### src/rtl/intr_arb.sv
// intr_arb: interrupt arbiter between the iopage device mux and the CPU core.
//
// Picks the highest requesting level from interrupt_ipl[7:1] and qualifies it
// against the CPU priority in psw[7:5]. It presents one request with a latched
// vector and level, and returns a one-cycle one-hot ack_ipl after the CPU
// accepts. It then waits for the device to drop its request. If the request
// does not drop within DROP_TIMEOUT cycles, it raises a sticky stuck_err.
//
// Ports:
//   clk            system clock
//   reset          asynchronous, active-low reset
//   interrupt_ipl  per-level requests (bit n = level n, bit 0 ignored)
//   vector_in      device vector, valid while its request is asserted
//   psw            processor status word, [7:5] = current CPU priority
//   cpu_int_ack    CPU accepts the presented interrupt (sampled only in REQ)
//   err_clr        clears stuck_err
//   cpu_int_req    qualified interrupt request to the CPU
//   cpu_int_vector latched vector, stable while cpu_int_req=1
//   cpu_int_ipl    latched level, stable while cpu_int_req=1
//   ack_ipl        one-hot, one-cycle acknowledge back to iopage
//   stuck_err      sticky: acknowledged source failed to drop in time
//   arb_state      FSM state for debug (IDLE=0, REQ=1, ACK=2, DROP=3)
//
// Build option INTR_SYNC_EN: when defined, interrupt_ipl and vector_in pass
// through a two-flop synchronizer before arbitration. The request latency is
// then 3 cycles.

module intr_arb #(
  parameter int unsigned DROP_TIMEOUT = 64,
  parameter int unsigned CNT_W        = 7
) (
  input  logic        clk,
  input  logic        reset,
  input  logic [7:0]  interrupt_ipl,
  input  logic [7:0]  vector_in,
  input  logic [15:0] psw,
  input  logic        cpu_int_ack,
  input  logic        err_clr,
  output logic        cpu_int_req,
  output logic [7:0]  cpu_int_vector,
  output logic [2:0]  cpu_int_ipl,
  output logic [7:0]  ack_ipl,
  output logic        stuck_err,
  output logic [1:0]  arb_state
);

  typedef enum logic [1:0] {
    IDLE = 2'd0,
    REQ  = 2'd1,
    ACK  = 2'd2,
    DROP = 2'd3
  } state_t;

  state_t             state, state_nx;
  logic [7:0]         ipl_s, vec_s;
  logic [2:0]         pri;
  logic [2:0]         win;
  logic               win_ok;
  logic               src_held;
  logic [CNT_W-1:0]   cnt, cnt_nx;
  logic               req_nx;
  logic [7:0]         vec_nx;
  logic [2:0]         ipl_nx;
  logic [7:0]         ack_nx;
  logic               err_nx;
  logic               set_err;
  logic               unused_bits;

`ifdef INTR_SYNC_EN
  logic [7:0] ipl_m, vec_m;

  always_ff @(posedge clk or negedge reset) begin
    if (!reset) begin
      ipl_m <= '0;
      vec_m <= '0;
      ipl_s <= '0;
      vec_s <= '0;
    end else begin
      ipl_m <= interrupt_ipl;
      vec_m <= vector_in;
      ipl_s <= ipl_m;
      vec_s <= vec_m;
    end
  end
`else
  assign ipl_s = interrupt_ipl;
  assign vec_s = vector_in;
`endif

  assign pri         = psw[7:5];
  assign unused_bits = ^{psw[15:8], psw[4:0], ipl_s[0]};

  // Highest set level in [7:1]. The ascending scan lets the last hit win.
  always_comb begin
    win = '0;
    for (int unsigned i = 1; i < 8; i++) begin
      if (ipl_s[i]) win = 3'(i);
    end
  end

  // A winner of 0 (no request) can never exceed any priority.
  assign win_ok   = (win > pri);
  assign src_held = ipl_s[cpu_int_ipl];

  always_comb begin
    state_nx = state;
    req_nx   = cpu_int_req;
    vec_nx   = cpu_int_vector;
    ipl_nx   = cpu_int_ipl;
    ack_nx   = '0;
    cnt_nx   = cnt;
    set_err  = 1'b0;

    case (state)
      IDLE: begin
        if (win_ok) begin
          state_nx = REQ;
          req_nx   = 1'b1;
          ipl_nx   = win;
          vec_nx   = vec_s;
        end
      end
      REQ: begin
        if (cpu_int_ack) begin
          state_nx = ACK;
          req_nx   = 1'b0;
          ack_nx   = 8'b1 << cpu_int_ipl;
        end else if (!src_held || (cpu_int_ipl <= pri)) begin
          state_nx = IDLE;
          req_nx   = 1'b0;
        end else if (win_ok && (win > cpu_int_ipl)) begin
          ipl_nx = win;
          vec_nx = vec_s;
        end
      end
      ACK: begin
        cnt_nx   = '0;
        state_nx = DROP;
      end
      DROP: begin
        cnt_nx = cnt + CNT_W'(1);
        if (!src_held) begin
          state_nx = IDLE;
        end else if (cnt == CNT_W'(DROP_TIMEOUT - 1)) begin
          set_err  = 1'b1;
          state_nx = IDLE;
        end
      end
      default: state_nx = IDLE;
    endcase

    // A set in the same cycle as a clear wins.
    err_nx = set_err | (stuck_err & ~err_clr);
  end

  always_ff @(posedge clk or negedge reset) begin
    if (!reset) begin
      state          <= IDLE;
      cpu_int_req    <= 1'b0;
      cpu_int_vector <= '0;
      cpu_int_ipl    <= '0;
      ack_ipl        <= '0;
      stuck_err      <= 1'b0;
      cnt            <= '0;
    end else begin
      state          <= state_nx;
      cpu_int_req    <= req_nx;
      cpu_int_vector <= vec_nx;
      cpu_int_ipl    <= ipl_nx;
      ack_ipl        <= ack_nx;
      stuck_err      <= err_nx;
      cnt            <= cnt_nx;
    end
  end

  assign arb_state = state;

endmodule

### config.mk
export PLATFORM = sky130hd
export DESIGN_NAME = intr_arb
export DESIGN_NICKNAME = d
export VERILOG_FILES = /design/src/rtl/intr_arb.sv
export SDC_FILE = /design/constraint.sdc
export NUM_CORES = 1
export LEC_CHECK = 0
export ABC_AREA = 1
export CORE_MARGIN = 1.5
export CORE_UTILIZATION = 60
export CTS_BUF_LIST = sky130_fd_sc_hd__clkbuf_16
export DETAILED_ROUTE_END_ITERATION = 8
export DONT_BUFFER_PORTS = 1
export MAX_ROUTING_LAYER = met4
export PLACE_DENSITY_LB_ADDON = 0.1
export SYNTH_ARGS = -nofsm -noshare
export SYNTH_HDL_FRONTEND = slang
export SYNTH_SLANG_ARGS = --single-unit
### constraint.sdc
create_clock -name clk -period 2.15 [get_ports clk]
set_clock_uncertainty 0.2 [all_clocks]
set_input_delay 0 -clock clk [delete_from_list [all_inputs] [get_ports clk]]
set_output_delay 0 -clock clk [all_outputs]
set_load 0.03 [all_outputs]
==> impl_metrics.csv <==
group,metric,value,unit
timing,fmax,479,MHz
hold_path,hold_path_depth,6,
clock_network,htree_levels,2,
global_routing,grt_pass1_vias,1579,
timing,relSlewSlack,76.7,%
drt,vias,1647,
setup_path,cp-start-kind,"flop",
drt,viasPerCell,5.97,
setup_path,crit_type,"reg2reg",
synthesis,synth_ff_type,"dfrtp_1",
setup_path,end_kind,"flop",
layout,drive_above_1_share,20.7,%
clock_network,cts-buffers-inserted,5,
synthesis,ys_seq_area_share,44.8,%
timing,period_share,97.0,%
synthesis,syn_area,1680,um2
placed_design,io_buffers,0,
synthesis,synthTopCellsByCount,"66 x nand2_1, 30 x dfrtp_1, 27 x inv_1",
timing,fin_hold_ws,0.0278,ns
die,ios,59,
synthesis,synth_cells,211,
layout,fillerInstances,135,
die,core-area,2570,um2
clock_network,cts_buffer_depth,2,
drt,drc,0,
synthesis,yosys-top-cells-area,"dfrtp_1 45%, nand2_1 15%, ha_1 7.5%",
die,die-area,3120,um2
layout,design_area,2230,um2
setup_path,cp-startpoint,"cpu_int_ipl[2]",
clock_network,cts.clk_slew.worst_paths,0.05,ns
hold_path,hold_class,"in2reg",
synthesis,synth_seq_cells,30,
setup_path,reg2reg_from,"cpu_int_ipl[2]",
die,fp.dieH,55.9,um
drt,dr.pass1.iters,4,
setup_path,path_max_fanout,5,
timing,fin_setup_tns,0,ns
drt,wirelength,4670,um
setup_path,crit_arrival,2.09,ns
layout,n_antenna_cell,0,
pwr,p_leak,1.15,nW
layout,stdcell_count,276,
global_routing,grt_pass1_wl,6730,um
setup_path,critPathRequiredTime,2.16,ns
pwr,vdd_drop_max,1.32,mV
setup_path,path_cells,"inv_2 -> ha_1 -> nand2_2 -> nor2_2 -> o22ai_2 -> o21ai_4 -> buf_4 -> nand4_1 -> nand2_1",
global_routing,grt-ovfl-total,0,
synthesis,ys_async_sr_fraction,100,%
synthesis,yosys.area.top_type,"dfrtp_1",
setup_path,reg2reg_depth,9,
die,die_w,55.9,um
run,maxCapViolCount,0,
placed_design,place_area,1730,um2
layout,finalNetCount,292,
timing,min_period,2.09,ns
die,start_util,65.3,%
synthesis,synth_edf_count,0,
placed_design,gp_congestion,0.893,
drt,drt-initial-drc-count,98,
synthesis,syn-num-nets,257,
timing,tightest_slew,0.350,ns
clock_network,cts_sinks,30,
timing,setup_viol,0,
setup_path,slowest_delay,0.42,ns
clock_network,insertion_delay,0.27,ns
drt,wl_per_cell,16.9,um
hold_path,hp-start,"interrupt_ipl[2]",
run_status,status,"finished clean",
global_routing,antenna_found_initial,0,
timing,final_hold_viol_count,0,
clock_network,root_buffer,"clkbuf_16",
synthesis,yosysTopAreaCellShare,44.8,%
drt,postRouteAntennaNets,0,
layout,syn_to_final_growth,33.1,%
synthesis,synth_area_per_cell,7.95,um2
die,rows,18,
pwr,pwr_density_cell,1520,nW/um2
global_routing,track_usage,28.1,%
clock_network,cts_tree,"done",
timing,slew_viol_final,0,
setup_path,slowest_stage,"dfrtp_2",
placed_design,place_hpwl,2600,um
synthesis,yosysMostFrequentCell,"nand2_1",
synthesis,synth_warnings,0,
pwr,power,3.38,mW
placed_design,dp.cells,244,
global_routing,grt_max_degree,31,
synthesis,synth_cell_types,28,
-- cells in the final DEF, fill, tap and decap left out, types with 3 or more instances in the layout --
cell / instances
nand3_1: 5
clkbuf_16: 5
dlygate4sd3_1: 15
buf_4: 10
inv_2: 6
nor2_1: 19
ha_1: 8
dfrtp_1: 28
nand4_1: 13
nand2_1: 57
dlymetal6s4s_1: 3
o21ai_0: 7
inv_1: 22
nand2_2: 10
o22ai_1: 3
a21oi_1: 6
-- path summary, 6_finish.rpt --
path                                   to  slack (ns)
hold reg to reg                    cnt[6]        0.31
setup / recovery           cpu_int_ipl[2]        0.06
hold / removal                  stuck_err        0.03
max in group asynchronous  cpu_int_ipl[1]        1.50
setup reg to reg           cpu_int_ipl[2]        0.06
min in group asynchronous          cnt[5]        0.08
-- registers in the layout, summed over array words and instances (netlist names), named ones only --
signal	count
cpu_int_ipl	3
ack_ipl	8
cnt	7
cpu_int_req	1
arb_state	1
stuck_err	1
cpu_int_vector	8
-- cells by family after synthesis --
group,Yosys count,share of synthesized area (%)
buffers and inverters,34,9.18
adder cells (fa/ha/maj),10,7.46
AO/OA/AOI/OAI,24,8.51
AND/OR/NAND/NOR,112,29.6
XOR/XNOR,1,0.522
flip-flops,30,44.8
-- worst max-delay path: cells and delay by family (launching register included) --
family / cells / cell delay, ns
DFF: 1 / 0.42
buffers and inverters: 2 / 0.27
AOI/OAI and AO/OA: 2 / 0.40
adders and majority gates: 1 / 0.31
and+or+nand+nor: 4 / 0.43
-- layout make-up --
| type | instances | area, um2 | share of cell area, % |
|---|---|---|---|
| Multi-Input combinational cell | 148 | 866 | 38.8 |
| Sequential cell | 30 | 753 | 33.8 |
| Timing Repair Buffer | 32 | 325 | 14.6 |
| Clock buffer | 5 | 125 | 5.61 |
| Inverter | 29 | 114 | 5.10 |
| Tap cell | 30 | 37.5 | 1.68 |
| Clock inverter | 2 | 10.0 | 0.449 |
-- metal layers --
metal	routed length [um]	GRT usage (%)	vias to the layer above
li1	-	-	755
met1	1900	34.0	783
met2	2250	47.3	94
met3	396	5.81	15
met4	123	8.84	0
met5	0	-	-
-- power by group --
part / internal, mW / leakage (nW) / switching, mW
registers: 0.741 / 0.390 / 0.359
clock network: 0.416 / 0.0694 / 0.228
logic: 0.590 / 0.692 / 1.05
-- per-stage QoR --
stage / worst slack, ns / util (%)
after floorplan: 0.116 / -
after global placement: 0.211 / 67.5
after detailed placement: 0.0937 / 67.5
after CTS: 0.0493 / 81.4
after global routing: -0.00749 / 86.9
final: 0.0638 / 86.9
-- timing repair --
| action | 4_1_cts | 5_1_grt |
|---|---|---|
| setup buffers | 0 | 3 |
| resized for setup | 0 | 30 |
| endpoints found under the hold margin | 53 | 0 |
| setup endpoints to repair | 0 | 11 |
| hold buffers | 20 | 0 |
No activity file was read; power rests on OpenSTA's default activity.
